### config.mk
export PLATFORM = sky130hd
export DESIGN_NAME = seq_logic_unit
export DESIGN_NICKNAME = d
export VERILOG_FILES = /design/src/rtl/seq_logic_unit.sv
export SDC_FILE = /design/constraint.sdc
export NUM_CORES = 1
export LEC_CHECK = 0
export ABC_AREA = 1
export ABC_CLOCK_PERIOD_IN_PS = 2700
export BUFFER_PORTS_ARGS = -buffer_cell sky130_fd_sc_hd__buf_2
export CAP_MARGIN = 15
export CORE_MARGIN = 2
export CORE_UTILIZATION = 56
export DETAILED_ROUTE_END_ITERATION = 10
export GPL_TIMING_DRIVEN = 1
export MAX_ROUTING_LAYER = met4
export PLACE_DENSITY = 0.8
export SLEW_MARGIN = 20
export SYNTH_ARGS = -nofsm -noshare
export SYNTH_HDL_FRONTEND = slang
export SYNTH_SLANG_ARGS = --single-unit
### constraint.sdc
create_clock -name clk -period 2.7 [get_ports clk]
set_input_delay 0.27 -clock clk [delete_from_list [all_inputs] [get_ports clk]]
set_output_delay 0.27 -clock clk [all_outputs]
set_load 0.02 [all_outputs]
### src/rtl/seq_logic_unit.sv
// Multi-cycle bitwise logic unit: WIDTH-bit operands processed LANE bits per clock, LSB lane first.
// Optional zero-result flag port out_zero is enabled by defining LOGICU_ZERO_FLAG_EN.
module seq_logic_unit #(
  parameter int WIDTH = 16,
  parameter int LANE  = 4
) (
  input  logic             clk,
  input  logic             rst_n,
  input  logic             in_valid,
  output logic             in_ready,
  input  logic [2:0]       op,
  input  logic [WIDTH-1:0] a,
  input  logic [WIDTH-1:0] b,
  output logic             out_valid,
  input  logic             out_ready,
  output logic [WIDTH-1:0] out_data
`ifdef LOGICU_ZERO_FLAG_EN
  ,
  output logic             out_zero
`endif
);

  localparam int N  = WIDTH / LANE;
  localparam int CW = (N > 1) ? $clog2(N) : 1;
  localparam logic [CW-1:0] LAST_LANE = CW'(N - 1);

  typedef enum logic [1:0] {IDLE, BUSY, DONE} state_t;

  state_t           state;
  logic [WIDTH-1:0] a_q;
  logic [WIDTH-1:0] b_q;
  logic [2:0]       op_q;
  logic [CW-1:0]    lane;
  logic [WIDTH-1:0] res_q;
  logic [LANE-1:0]  a_sl;
  logic [LANE-1:0]  b_sl;
  logic [LANE-1:0]  r_sl;

  function automatic logic [LANE-1:0] logic_op(input logic [2:0] o,
                                               input logic [LANE-1:0] x,
                                               input logic [LANE-1:0] y);
    logic [LANE-1:0] r;
    case (o)
      3'b000:  r = ~x;
      3'b001:  r = x & y;
      3'b010:  r = x | y;
      3'b011:  r = x ^ y;
      3'b100:  r = ~(x & y);
      3'b101:  r = ~(x | y);
      3'b110:  r = ~(x ^ y);
      default: r = x;
    endcase
    return r;
  endfunction

  // Slice of the captured operands selected by the lane counter
  always_comb begin
    a_sl = a_q[int'(lane) * LANE +: LANE];
    b_sl = b_q[int'(lane) * LANE +: LANE];
    r_sl = logic_op(op_q, a_sl, b_sl);
  end

`ifdef LOGICU_ZERO_FLAG_EN
  logic zflag;
  assign out_zero = zflag & out_valid;
`endif

  assign out_data = res_q;

  always_ff @(posedge clk or negedge rst_n) begin
    if (!rst_n) begin
      state     <= IDLE;
      lane      <= '0;
      a_q       <= '0;
      b_q       <= '0;
      op_q      <= '0;
      res_q     <= '0;
      in_ready  <= 1'b1;
      out_valid <= 1'b0;
`ifdef LOGICU_ZERO_FLAG_EN
      zflag     <= 1'b0;
`endif
    end else begin
      case (state)
        IDLE: begin
          if (in_valid) begin
            a_q      <= a;
            b_q      <= b;
            op_q     <= op;
            lane     <= '0;
            in_ready <= 1'b0;
            state    <= BUSY;
`ifdef LOGICU_ZERO_FLAG_EN
            zflag    <= 1'b1;
`endif
          end
        end
        BUSY: begin
          res_q[int'(lane) * LANE +: LANE] <= r_sl;
`ifdef LOGICU_ZERO_FLAG_EN
          zflag <= zflag & (r_sl == '0);
`endif
          if (lane == LAST_LANE) begin
            state     <= DONE;
            out_valid <= 1'b1;
          end else begin
            lane <= lane + 1'b1;
          end
        end
        DONE: begin
          if (out_ready) begin
            state     <= IDLE;
            out_valid <= 1'b0;
            in_ready  <= 1'b1;
          end
        end
        default: begin
          state     <= IDLE;
          out_valid <= 1'b0;
          in_ready  <= 1'b1;
        end
      endcase
    end
  end

endmodule

==> impl_metrics.tcl <==
set metrics [dict create \
    outcome "completed" \
    min_path_type "in -> reg" \
    num_rows 27 \
    grt-ovfl-total 0 \
    post_drt_wl_per_cell_um 12.84 \
    fin_skew_ns 0.003785 \
    power_density_nw_per_um2 1323 \
    via_per_inst 5.099 \
    clk_latency_ns 0.33 \
    routed-via-count 2718 \
    start_kind "flop" \
    drt_first_pass_iters 4 \
    wl_um 6845 \
    fp.dieH_um 79.38 \
    io_pins 57 \
    syn_inst 400 \
    start_util 0.5778 \
    period_share 0.8710 \
    fill_cells 448 \
    synth.yosys.seq_area_share 0.4487 \
    layout_commonest_cell "nand2_1" \
    max_cap_violations 0 \
    swShare 0.4579 \
    area_growth_pct 17.03 \
    dieArea_um2 6300 \
    fin_util 0.6762 \
    ir_drop_mv 0.6333 \
    fin_nets 509 \
    n_antenna_cell 0 \
    rsz0062_at_grt "false" \
    cts_buffers 9 \
    clkSinkCount 57 \
    synth_warnings 0 \
    ant_nets 0 \
    drt_iter0_markers 180 \
    antenna_found_initial 0 \
    syn-cell-area_um2 3182 \
    seqPwrFrac 0.321 \
    synthFlopType "dfrtp_1" \
    syn_area_per_cell_um2 7.955 \
    synth_edf_count 0 \
    grt_pass1_wl_um 11700 \
    maxSlewViolCount 0 \
    root_buffer "clkbuf_8" \
    grt_max_degree 39 \
    hold_violations 0 \
    r2r_slack_ns 0.35 \
    relSlewSlack 0.6204 \
    final_layout_size_suffix_gt1_frac 0.2495 \
    required_ns 2.97 \
    io_buffer_count 56 \
    clkTransAtPathRegs_ns 0.07 \
    cts_setup_buffers 0 \
    die_w_um 79.38 \
    coreArea_um2 5507 \
    critPathKind "reg -> reg" \
    worstMarginPinSlew_ns 0.5686 \
    cts_tree "yes" \
    max_freq_ghz 0.4252 \
    p_leak_nw 2.053 \
    comb_power_share 0.488 \
    gp_congestion 0.9206 \
    drcViolationCount 0 \
    synthArstFlopShare 1.000 \
    endpoint_kind "flop" \
    grt_pass1_vias 2529 \
    pwr-share-clk 0.191 \
    synth_nets 453 \
    min_period_ns 2.352 \
    cp.arrival_ns 2.62 \
    ys_seq_elements 57 \
    cts_max_level 3 \
    clockBufferDepth 2 \
    setup-tns-final_ns 0 \
    synth.distinct_cells 35 \
    crit_fanout 16 \
    grt.total_usage 0.2451 \
    p_sw_mw 2.256 \
    mostFrequentLayoutCells "nand2_1, buf_2, dfrtp_1" \
    setup_viol 0 \
    p_int_mw 2.670 \
    dp_hpwl_um 4886 \
]
## per-layer routing
metal	global-route usage	wire length, µm	vias up
li1	-	-	1388
met1	0.3416	3343	1254
met2	0.3585	3105	70
met3	0.06335	337	6
met4	0.06897	59	0
met5	-	0	-
## area by class of cell
cell class                      count  area [µm²]  area share
Clock inverter                      4       73.82     0.01983
Inverter                           34       146.4     0.03931
Multi-Input combinational cell    293        1499      0.4026
Clock buffer                       12       165.2     0.04435
Sequential cell                    57        1429      0.3837
Tap cell                           72       90.09     0.02419
Timing Repair Buffer               61       320.3     0.08602
## kinds of logic after synthesis
family	Yosys count	synth area share
AO/OA/AOI/OAI	31	0.05898
buffers and inverters	50	0.08022
adder cells (fa/ha/maj)	14	0.05505
flip-flops	57	0.4487
AND/OR/NAND/NOR	248	0.3571
## registers in the layout, indices dropped and copies added, names as in the netlist
name	count
out_data	16
out_valid	1
op_q	3
in_ready	1
a_q	16
state	2
b_q	16
lane	2
## Yosys cell counts, types with 2 or more instances
library cell | count | area (µm²)
a21oi_1 | 9 | 45.04
a32oi_1 | 4 | 35.03
buf_2 | 3 | 15.01
buf_4 | 7 | 52.55
buf_6 | 2 | 22.52
clkbuf_1 | 3 | 11.26
clkinv_1 | 2 | 7.510
dfrtp_1 | 56 | 1401
ha_1 | 14 | 175.2
inv_1 | 24 | 90.09
inv_2 | 5 | 18.77
inv_4 | 2 | 12.51
nand2_1 | 176 | 660.6
nand2_2 | 7 | 43.79
nand2_4 | 2 | 22.52
nand3_1 | 12 | 60.06
nand3_2 | 8 | 80.08
nand4_1 | 12 | 75.07
nand4_2 | 2 | 25.02
nor2_1 | 15 | 56.30
nor2_2 | 5 | 31.28
nor3_1 | 4 | 20.02
nor3_2 | 2 | 20.02
o21ai_1 | 11 | 55.05
o21bai_1 | 2 | 15.01
o31ai_1 | 2 | 15.01
## through the flow
step           setup WS, ns  cell area [µm²]  power (mW)  hold WS, ns  std cells
6_report             0.3483             3724       4.926       0.1272        533
5_1_grt              0.1269             3724       5.371       0.1186        533
4_1_cts              0.2396             3722       4.931       0.1176        533
3_5_place_dp         0.2569             3473       3.967       0.1952        516
3_3_place_gp         0.3485             3473       3.904       0.1921        516
2_1_floorplan        0.6419             3182       3.473     -0.02559        400
## worst max-delay path, stage by stage (launching register included)
cell      delay (ns)
dfrtp_1         0.49
inv_2           0.30
a21oi_1         0.08
a32oi_1         0.29
inv_1           0.08
ha_1            0.28
clkinv_1        0.07
a21oi_1         0.14
nor2_1          0.06
nand2_1         0.07
nor2_2          0.05
nor2_2          0.15
nand3_1         0.14
nand2_1         0.09
## power groups by stage
stage	logic, mW	clock network, mW	registers (mW)
2_1_floorplan	1.97	0	1.50
3_3_place_gp	2.32	0	1.58
3_5_place_dp	2.39	0	1.58
4_1_cts	2.40	0.953	1.57
5_1_grt	2.76	0.987	1.63
6_report	2.40	0.940	1.58
## what timing repair did
| action | 4_1_cts | 5_1_grt |
|---|---|---|
| hold buffers | 1 | 0 |
| resized for setup | 0 | 1 |
| setup endpoints to repair | 0 | 1 |
| hold endpoints to repair | 14 | 0 |
## path summary, 6_finish.rpt
kind | from | to | cells after the start
min | b[7] | b_q[7] | 3
min in group asynchronous | rst_n | b_q[4] | 2
max reg2reg | lane[1] | out_data[8] | 13
max | lane[1] | out_data[8] | 13
max in group asynchronous | rst_n | in_ready | 3
min reg2reg | out_data[4] | out_data[4] | 2
Note: power is estimated with default switching activity, not from simulation.
